$ cat src/rtl/i2s_master_rx.sv
// I2S bus master and stereo receiver: generates SCK/WS, primes the mic with one
// discarded half-frame, deserialises left/right samples and hands frames downstream.
module i2s_master_rx #(
    parameter int WIDTH      = 24,
    parameter int SLOTS      = 32,
    parameter int CLK_DIV    = 4,
    parameter int FIRST_SLOT = 2
) (
    input  logic             clk_i,
    input  logic             rst_ni,
    input  logic             enable_i,
    output logic             sck_o,
    output logic             ws_o,
    input  logic             sd_i,
    output logic [WIDTH-1:0] left_o,
    output logic [WIDTH-1:0] right_o,
    output logic             valid_o,
    input  logic             ready_i,
    output logic             overflow_o,
    input  logic             clr_ovf_i,
    output logic [15:0]      frame_cnt_o
);

    localparam int DIV_W  = 8;
    localparam int SLOT_W = $clog2(SLOTS) + 1;

    typedef enum logic [1:0] {
        ST_IDLE  = 2'd0,
        ST_PRIME = 2'd1,
        ST_LEFT  = 2'd2,
        ST_RIGHT = 2'd3
    } state_e;

    state_e             state_q, state_d;
    logic [DIV_W-1:0]   div_cnt_q, div_cnt_d;
    logic [SLOT_W-1:0]  slot_cnt_q, slot_cnt_d;
    logic               sck_q, sck_d;
    logic               ws_q, ws_d;
    logic [WIDTH-1:0]   left_sr_q, left_sr_d;
    logic [WIDTH-1:0]   right_sr_q, right_sr_d;
    logic               load_pend_q, load_pend_d;
    logic [WIDTH-1:0]   left_q, left_d;
    logic [WIDTH-1:0]   right_q, right_d;
    logic               valid_q, valid_d;
    logic               overflow_q, overflow_d;
    logic [15:0]        frame_cnt_q, frame_cnt_d;

    logic div_tick;
    logic rise_evt;
    logic fall_evt;
    logic slot_wrap;
    logic in_window;
    logic last_bit;
    logic transfer;

    always_comb begin
        div_tick  = (state_q != ST_IDLE) && (div_cnt_q == DIV_W'(CLK_DIV - 1));
        rise_evt  = div_tick && !sck_q;
        fall_evt  = div_tick && sck_q;
        slot_wrap = fall_evt && (slot_cnt_q == SLOT_W'(SLOTS - 1));
        in_window = (slot_cnt_q >= SLOT_W'(FIRST_SLOT)) &&
                    (slot_cnt_q <  SLOT_W'(FIRST_SLOT + WIDTH));
        last_bit  = slot_cnt_q == SLOT_W'(FIRST_SLOT + WIDTH - 1);
        transfer  = valid_q && ready_i;
    end

    // Bit clock, slot sequencing and channel capture
    always_comb begin
        state_d     = state_q;
        div_cnt_d   = div_cnt_q;
        slot_cnt_d  = slot_cnt_q;
        sck_d       = sck_q;
        ws_d        = ws_q;
        left_sr_d   = left_sr_q;
        right_sr_d  = right_sr_q;
        load_pend_d = 1'b0;

        if (state_q != ST_IDLE) begin
            div_cnt_d = div_tick ? '0 : div_cnt_q + DIV_W'(1);
            if (div_tick) begin
                sck_d = ~sck_q;
            end
            if (fall_evt) begin
                slot_cnt_d = slot_wrap ? '0 : slot_cnt_q + SLOT_W'(1);
            end
        end

        case (state_q)
            ST_IDLE: begin
                div_cnt_d  = '0;
                slot_cnt_d = '0;
                sck_d      = 1'b0;
                ws_d       = 1'b0;
                if (enable_i) begin
                    // Preloading the last slot makes the first fall event a wrap,
                    // which is where WS goes high for the priming half-frame.
                    state_d    = ST_PRIME;
                    slot_cnt_d = SLOT_W'(SLOTS - 1);
                end
            end
            ST_PRIME: begin
                if (slot_wrap) begin
                    if (!ws_q) begin
                        ws_d = 1'b1;
                    end else if (enable_i) begin
                        ws_d    = 1'b0;
                        state_d = ST_LEFT;
                    end else begin
                        state_d    = ST_IDLE;
                        ws_d       = 1'b0;
                        sck_d      = 1'b0;
                        div_cnt_d  = '0;
                        slot_cnt_d = '0;
                    end
                end
            end
            ST_LEFT: begin
                if (rise_evt && in_window) begin
                    left_sr_d = {left_sr_q[WIDTH-2:0], sd_i};
                end
                if (slot_wrap) begin
                    ws_d    = 1'b1;
                    state_d = ST_RIGHT;
                end
            end
            ST_RIGHT: begin
                if (rise_evt && in_window) begin
                    right_sr_d  = {right_sr_q[WIDTH-2:0], sd_i};
                    load_pend_d = last_bit;
                end
                if (slot_wrap) begin
                    if (enable_i) begin
                        ws_d    = 1'b0;
                        state_d = ST_LEFT;
                    end else begin
                        state_d    = ST_IDLE;
                        ws_d       = 1'b0;
                        sck_d      = 1'b0;
                        div_cnt_d  = '0;
                        slot_cnt_d = '0;
                    end
                end
            end
            default: begin
                state_d = ST_IDLE;
            end
        endcase
    end

    // Handshake: valid_o/left_o/right_o hold until valid_o & ready_i; a frame
    // completing while the previous one is still held (and not taken) is dropped.
    always_comb begin
        left_d      = left_q;
        right_d     = right_q;
        valid_d     = valid_q;
        overflow_d  = overflow_q;
        frame_cnt_d = frame_cnt_q;

        if (transfer) begin
            valid_d     = 1'b0;
            frame_cnt_d = frame_cnt_q + 16'd1;
        end
        if (clr_ovf_i) begin
            overflow_d = 1'b0;
        end
        if (load_pend_q) begin
            if (!valid_q || ready_i) begin
                left_d  = left_sr_q;
                right_d = right_sr_q;
                valid_d = 1'b1;
            end else begin
                overflow_d = 1'b1;
            end
        end
    end

    always_ff @(posedge clk_i) begin
        if (!rst_ni) begin
            state_q     <= ST_IDLE;
            div_cnt_q   <= '0;
            slot_cnt_q  <= '0;
            sck_q       <= 1'b0;
            ws_q        <= 1'b0;
            left_sr_q   <= '0;
            right_sr_q  <= '0;
            load_pend_q <= 1'b0;
            left_q      <= '0;
            right_q     <= '0;
            valid_q     <= 1'b0;
            overflow_q  <= 1'b0;
            frame_cnt_q <= '0;
        end else begin
            state_q     <= state_d;
            div_cnt_q   <= div_cnt_d;
            slot_cnt_q  <= slot_cnt_d;
            sck_q       <= sck_d;
            ws_q        <= ws_d;
            left_sr_q   <= left_sr_d;
            right_sr_q  <= right_sr_d;
            load_pend_q <= load_pend_d;
            left_q      <= left_d;
            right_q     <= right_d;
            valid_q     <= valid_d;
            overflow_q  <= overflow_d;
            frame_cnt_q <= frame_cnt_d;
        end
    end

    assign sck_o       = sck_q;
    assign ws_o        = ws_q;
    assign left_o      = left_q;
    assign right_o     = right_q;
    assign valid_o     = valid_q;
    assign overflow_o  = overflow_q;
    assign frame_cnt_o = frame_cnt_q;

endmodule

$ cat config.mk
export PLATFORM = sky130hd
export DESIGN_NAME = i2s_master_rx
export DESIGN_NICKNAME = d
export VERILOG_FILES = /design/src/rtl/i2s_master_rx.sv
export SDC_FILE = /design/constraint.sdc
export NUM_CORES = 1
export LEC_CHECK = 0
export CAP_MARGIN = 10
export CORE_UTILIZATION = 40
export CTS_CLUSTER_DIAMETER = 120
export DETAILED_ROUTE_END_ITERATION = 10
export DONT_BUFFER_PORTS = 1
export PLACE_DENSITY = 0.5
export SYNTH_ARGS = -nofsm -noshare
export SYNTH_HDL_FRONTEND = slang
export SYNTH_SLANG_ARGS = --single-unit
$ cat constraint.sdc
create_clock -name clk_i -period 2.4 [get_ports clk_i]
set_input_delay 0 -clock clk_i [delete_from_list [all_inputs] [get_ports clk_i]]
set_output_delay 0 -clock clk_i [all_outputs]
set_load 0.005 [all_outputs]
=== After elaboration in Yosys (flattened, before gate mapping) ===
Cells that the tools add are included.

* Equal/unequal tests: 11
* $lt $le $gt $ge: 2
* $add $sub $neg: 3
* Muxes and demuxes: 41
* Bitwise gates (word level): 1
* Reduce and logical (&&, ||, !) cells: 18
* Multiply operators: 0
* Shift operators: 0
* Divide/modulo/power cells: 0

{| class="wikitable"
|+ Operator list
! operator !! count
|-
| $mux 8 || 6
|-
| $mux 6 || 7
|-
| $pmux 8 s3 || 1
|-
| $pmux 6 s3 || 1
|-
| $add 16x1->16 const B || 1
|-
| $mux 1 || 16
|-
| $eq 6x5->1 const B || 2
|-
| $mux 2 || 6
|-
| $ne 2x2->1 const B || 5
|-
| $add 8x1->8 const B || 1
|-
| $eq 8x2->1 const B || 1
|-
| $pmux 2 s4 || 1
|-
| $logic_and 1x1->1 || 7
|-
| $add 6x1->6 const B || 1
|-
| $ge 6x2->1 const B || 1
|-
| $lt 6x5->1 const B || 1
|-
| $reduce_and 2->1 || 3
|-
| $reduce_and 3->1 || 2
|-
| $mux 5 || 1
|-
| $reduce_and 5->1 || 1
|-
| $eq 2x2->1 const B || 2
|-
| $pmux 1 s4 || 1
|-
| $pmux 1 s3 || 1
|-
| $eq 2x1->1 const B || 1
|-
| 5 further kinds || 6
|}

* Register bits after elaboration: 133
* Memory bits (read-only): 0
* Output and inout bits: 68
* Bits in writable memories: 0
* Latch bits: 0
* Word-level logic and storage cells: 89
* Input port bits: 6
* Memories: 0

=== Depth between registers and ports, before layout ===
* Depth in word-level cells: 11
* Mapped depth: 12
* Depth with buffers taken out: 10

=== Worst setup path before layout ===
Ideal clock, no wire load.

* Path kind: register to register
* From: register state_q[0]
* To: register right_sr_q[21]
* Buffers on the path: 1
* Slack: 0.304 ns
* Setup time: 0.072 ns
* Clock period less this slack: 2.096 ns
* Arrival time: 2.024 ns
* Required time: 2.328 ns
* Stages on the path, launching flop included: 12
* Cell sequence: dfxtp_1 inv_1 ha_1 nor2b_1 nand3_1 inv_1 ha_1 nor2b_1 o211a_1 clkbuf_1 nand3_1 a21oi_1

* Cells in the longest elaborated chain, start to end: 5
* Elaborated cells on any way between the ends: 6
* Classes of those cells: 1 x eq/ne; 5 x reduce/logical

{| class="wikitable"
|+ RTL lines
! item !! line !! RTL
|-
| from (decl) || 34 || <nowiki>state_e state_q, state_d;</nowiki>
|-
| from (signal assigned) || 193 || <nowiki>state_q <= state_d;</nowiki>
|-
| $reduce_bool 2->1 || 57 || <nowiki>div_tick = (state_q != ST_IDLE) && (div_cnt_q == DIV_W'(CLK_DIV - 1));</nowiki>
|-
| $logic_and 1x1->1 || 57 ||
|-
| $logic_and 1x1->1 || 58 || <nowiki>rise_evt = div_tick && !sck_q;</nowiki>
|-
| $logic_and 1x1->1 || 127 || <nowiki>if (rise_evt && in_window) begin</nowiki>
|-
| $reduce_and 2->1 (no line) * || n/a ||
|-
| to (signal assigned) || 199 || <nowiki>right_sr_q <= right_sr_d;</nowiki>
|-
| to (decl) || 40 || <nowiki>logic [WIDTH-1:0] right_sr_q, right_sr_d;</nowiki>
|}

Mark *: on every way between the ends. The rest lies on a longest branch, timed or not.
A chain may end at the register's enable or synchronous reset.

=== Worst setup path after layout ===
* From: register state_q[0]
* To: register slot_cnt_q[5]

* Cells in the longest elaborated chain, start to end: 11
* Elaborated cells on any way between the ends: 15
* Classes of those cells: 2 x eq/ne; 8 x mux; 5 x reduce/logical

{| class="wikitable"
|+ RTL lines
! item !! line !! RTL
|-
| $reduce_bool 2->1 || 57, 78 ||
|-
| $logic_and 1x1->1 || 57 ||
|-
| $logic_and 1x1->1 || 59 || <nowiki>fall_evt = div_tick && sck_q;</nowiki>
|-
| $logic_and 1x1->1 || 60 || <nowiki>slot_wrap = fall_evt && (slot_cnt_q == SLOT_W'(SLOTS - 1));</nowiki>
|-
| $mux 6 || 84 || <nowiki>slot_cnt_d = slot_wrap ? '0 : slot_cnt_q + SLOT_W'(1);</nowiki>
|-
| $mux 6 || 83 || <nowiki>if (fall_evt) begin</nowiki>
|-
| $mux 6 || 78 || <nowiki>if (state_q != ST_IDLE) begin</nowiki>
|-
| $mux 6 || 105, 132 ||
|-
| $mux 6 || 103 || <nowiki>if (!ws_q) begin</nowiki>
|-
| $mux 6 || 102 || <nowiki>if (slot_wrap) begin</nowiki>
|-
| $pmux 6 s3 * || 88 || <nowiki>case (state_q)</nowiki>
|-
| to (signal assigned) || 195 || <nowiki>slot_cnt_q <= slot_cnt_d;</nowiki>
|-
| to (decl) || 36 || <nowiki>logic [SLOT_W-1:0] slot_cnt_q, slot_cnt_d;</nowiki>
|}

Marks and branches as above.

==> key figures <==
Cells and area
  – Antenna Cells: 0
  – Final Cell Area: 6228 um^2
  – Area growth syn-to-layout: 16.25%
  – Share of cells above drive strength 1: 9.831%
  – Util after Layout: 48.57%
  – Layout net count: 655
  – Fill cells: 1,290
  – Post-Layout Cell Count: 823

Logic synthesis
  – Yosys cell types: 43
  – Number of synthesized flops with an enable pin: 0
  – Synth Area in XOR/XNOR: 2.943%
  – Simple-gate area share of the yosys netlist: 21.21%
  – Syn Nets: 662
  – Avg Cell Area, Syn: 8.306 um^2
  – Mapped cell area: 5358 um^2
  – Mux cell area share after synthesis: 0.9341%
  – Post-synthesis adder-cell area fraction: 2.569%
  – Area fraction in compound gates after synthesis: 17.77%
  – Primary FF master, synth: dfxtp_1
  – Largest family of logic cells by synthesized area: simple AND/OR/NAND/NOR gates
  – Yosys warnings: 0
  – Async S/R FF share, synth: 0%
  – Register area share after synthesis: 49.70%
  – Synthesized instance count: 645
  – #FFs+latches synth: 133

STA
  – Worst-Margin Slew: 0.6599 ns
  – RSZ-0062 raised after global routing: true
  – F_max: 455.4 MHz
  – Final setup vio count: 0
  – Fin crit period: 2.196 ns
  – Setup TNS: 0 ns
  – Slew HR: 55.96%
  – Slew Limit Fails: 0
  – Final setup margin: 0.2042 ns
  – Final hold violation count: 0
  – Clock skew: 0.009501 ns
  – Fin crit share: 91.49%

Floorplan
  – Die area: 13,860 um^2
  – Initial Util: 41.78%
  – Ports: 74
  – Chip Height: 117.7 um
  – Row cnt: 41
  – Die extent in x: 117.7 um
  – CORE AREA: 12,820 um^2

Drt
  – Routed Antenna Nets: 0
  – Avg WL per Cell: 14.58 um
  – Detailed-router iteration count before antenna repair: 4
  – Iter 0 DRT Violations: 254
  – Post-Route WL: 12.00 mm
  – Vias per cell: 5.367
  – DRC Markers: 0
  – Vias: 4,417

Placement
  – Post-Place Cell Area: 5512 um^2
  – Dpl cells: 785
  – Post-DP HPWL: 7.188 mm
  – Placer Congestion: 0.7858
  – Post-Place Setup Slack: 0.1202 ns
  – Port Buffers: 0

Setup path
  – Reg2reg path depth: 10
  – Crit end category: register
  – Req. time, crit path: 2.71 ns
  – CP arrival: 2.51 ns
  – Critical path peak fanout: 5
  – WS Path Type: reg -> reg
  – Startpoint Class: register

Clock tree
  – Num Clock Sinks: 133
  – H-tree depth: 4
  – TritonCTS clock tree: built
  – Clk slew on worst S/H paths: 0.06 ns
  – Maximum clock path buffer count: 2
  – Root buf cell: clkbuf_16
  – CTS Buf Count: 17
  – Worst-Skew Late Latency: 0.42 ns

Pwr
  – Leakage: 0.002044 uW
  – Pwr per Cell Area: 875.3 nW/um^2
  – Peak supply drop: 0.0004593 V

Worst hold path
  – Type of the tightest min-delay check: in -> reg
  – Hold path cells: 3

Global routing
  – Initial antenna violation count: 0
  – Number of global-route vias before repair: 4,155
  – Largest net degree at the start of global routing: 114
  – Remaining Overflow, GRT: 0
  – Layer with the highest usage: met2
  – M1 GR Usage: 21.10%
  – First-pass GRT wire length: 20.07 mm
  – GR Util All Layers: 17.88%
  – GRT met2 Usage: 29.23%
  – Met3 Use GR: 6.492%

Flow run
  – Maxcap violations: 0

Run status
  – Status: completed
==> power by group <==
group,internal (uW),switching [uW]
Clock,1810,913
Sequential,2250,60.1
Combinational,150,264
==> synthesized netlist by cell type (all sizes together), types with 6 or more instances <==
cell	n	area [um^2]
nor2b	8	50.05
a21oi	109	583.1
xor2	12	105.1
nand4	8	50.05
clkbuf	30	113.9
dfxtp	133	2663
o21ai	57	292.8
inv	9	33.78
nand2	108	405.4
xnor2	6	52.55
nor2	31	116.4
ha	11	137.6
buf	16	110.1
nand3	61	305.3
==> metrics by stage <==
| step | hold slack [ns] | power [uW] |
|---|---|---|
| after global routing | 0.1073 | 5672 |
| after floorplan | 0.1421 | 2644 |
| after global placement | 0.1441 | 2751 |
| final | 0.08721 | 5452 |
| after detailed placement | 0.1473 | 2753 |
| after CTS | 0.07420 | 5517 |
==> sequential cells by signal, summed over array words and instances, names as in the netlist, 6 cells and up, named ones only <==
| signal | cells |
|---|---|
| frame_cnt_o | 16 |
| left_sr_q | 24 |
| right_sr_q | 24 |
| left_o | 24 |
| right_o | 24 |
| slot_cnt_q | 6 |
| div_cnt_q | 8 |
==> what timing repair did <==
| item | CTS | global route |
|---|---|---|
| resized for setup | 0 | 5 |
| hold buffers | 5 | 0 |
| endpoints found under the setup margin | 0 | 48 |
| endpoints found under the hold margin | 24 | 0 |
| setup buffers | 0 | 0 |
==> routing by layer <==
layer / wire length, um / vias to the layer above
met5: 0 / -
met4: 168 / 0
met3: 573 / 15
met2: 5750 / 86
met1: 5510 / 2100
li1: - / 2216
==> cell type report <==
type / instances / area [um^2] / area share (%)
Timing Repair Buffer: 20 / 217.7 / 3.495
Inverter: 10 / 38.79 / 0.6227
Multi-Input combinational cell: 456 / 2467 / 39.61
Clock inverter: 9 / 148.9 / 2.391
Sequential cell: 133 / 2663 / 42.75
Tap cell: 172 / 215.2 / 3.455
Clock buffer: 23 / 478.0 / 7.674
==> final timing paths <==
| path | from | to | slack (ns) |
|---|---|---|---|
| max | state_q[0] | slot_cnt_q[5] | 0.20 |
| min | ready_i | frame_cnt_o[2] | 0.09 |
| max reg2reg | state_q[0] | slot_cnt_q[5] | 0.20 |
| min reg2reg | right_sr_q[23] | right_o[23] | 0.45 |
==> layout by cell type (no fill, tap or decap), types with 6 or more instances in the layout <==
master     count
inv_1          9
xor2_1        12
nor2_1        31
a21oi_1       99
ha_1          11
xnor2_1        6
nand4_1        8
nand2_1      108
nand3_1       61
a21oi_2       10
clkbuf_16     18
buf_4         11
o21ai_0       44
nor2b_1        6
o21ai_1       11
dfxtp_1      133
==> cells by family (layout without fill, tap and decap cells) <==
logic type | Yosys count | after routing
AOI/OAI and AO/OA | 175 | 175
DFF | 133 | 133
muxes | 5 | 5
xor gates and xnor gates | 18 | 18
adders and majority gates | 11 | 11
and+or+nand+nor | 247 | 247
buffers and inverters | 56 | 62
==> critical path, cell delays in order (launching register included) <==
cell and delay [ns]:
dfxtp_1 0.36, inv_1 0.10, ha_1 0.23, nor2b_1 0.15, nand3_1 0.12, inv_1 0.12
ha_1 0.25, nand4b_1 0.18, nor3_1 0.29, mux2i_1 0.23, nor2_1 0.06
Power figures use the tool's default switching activity.
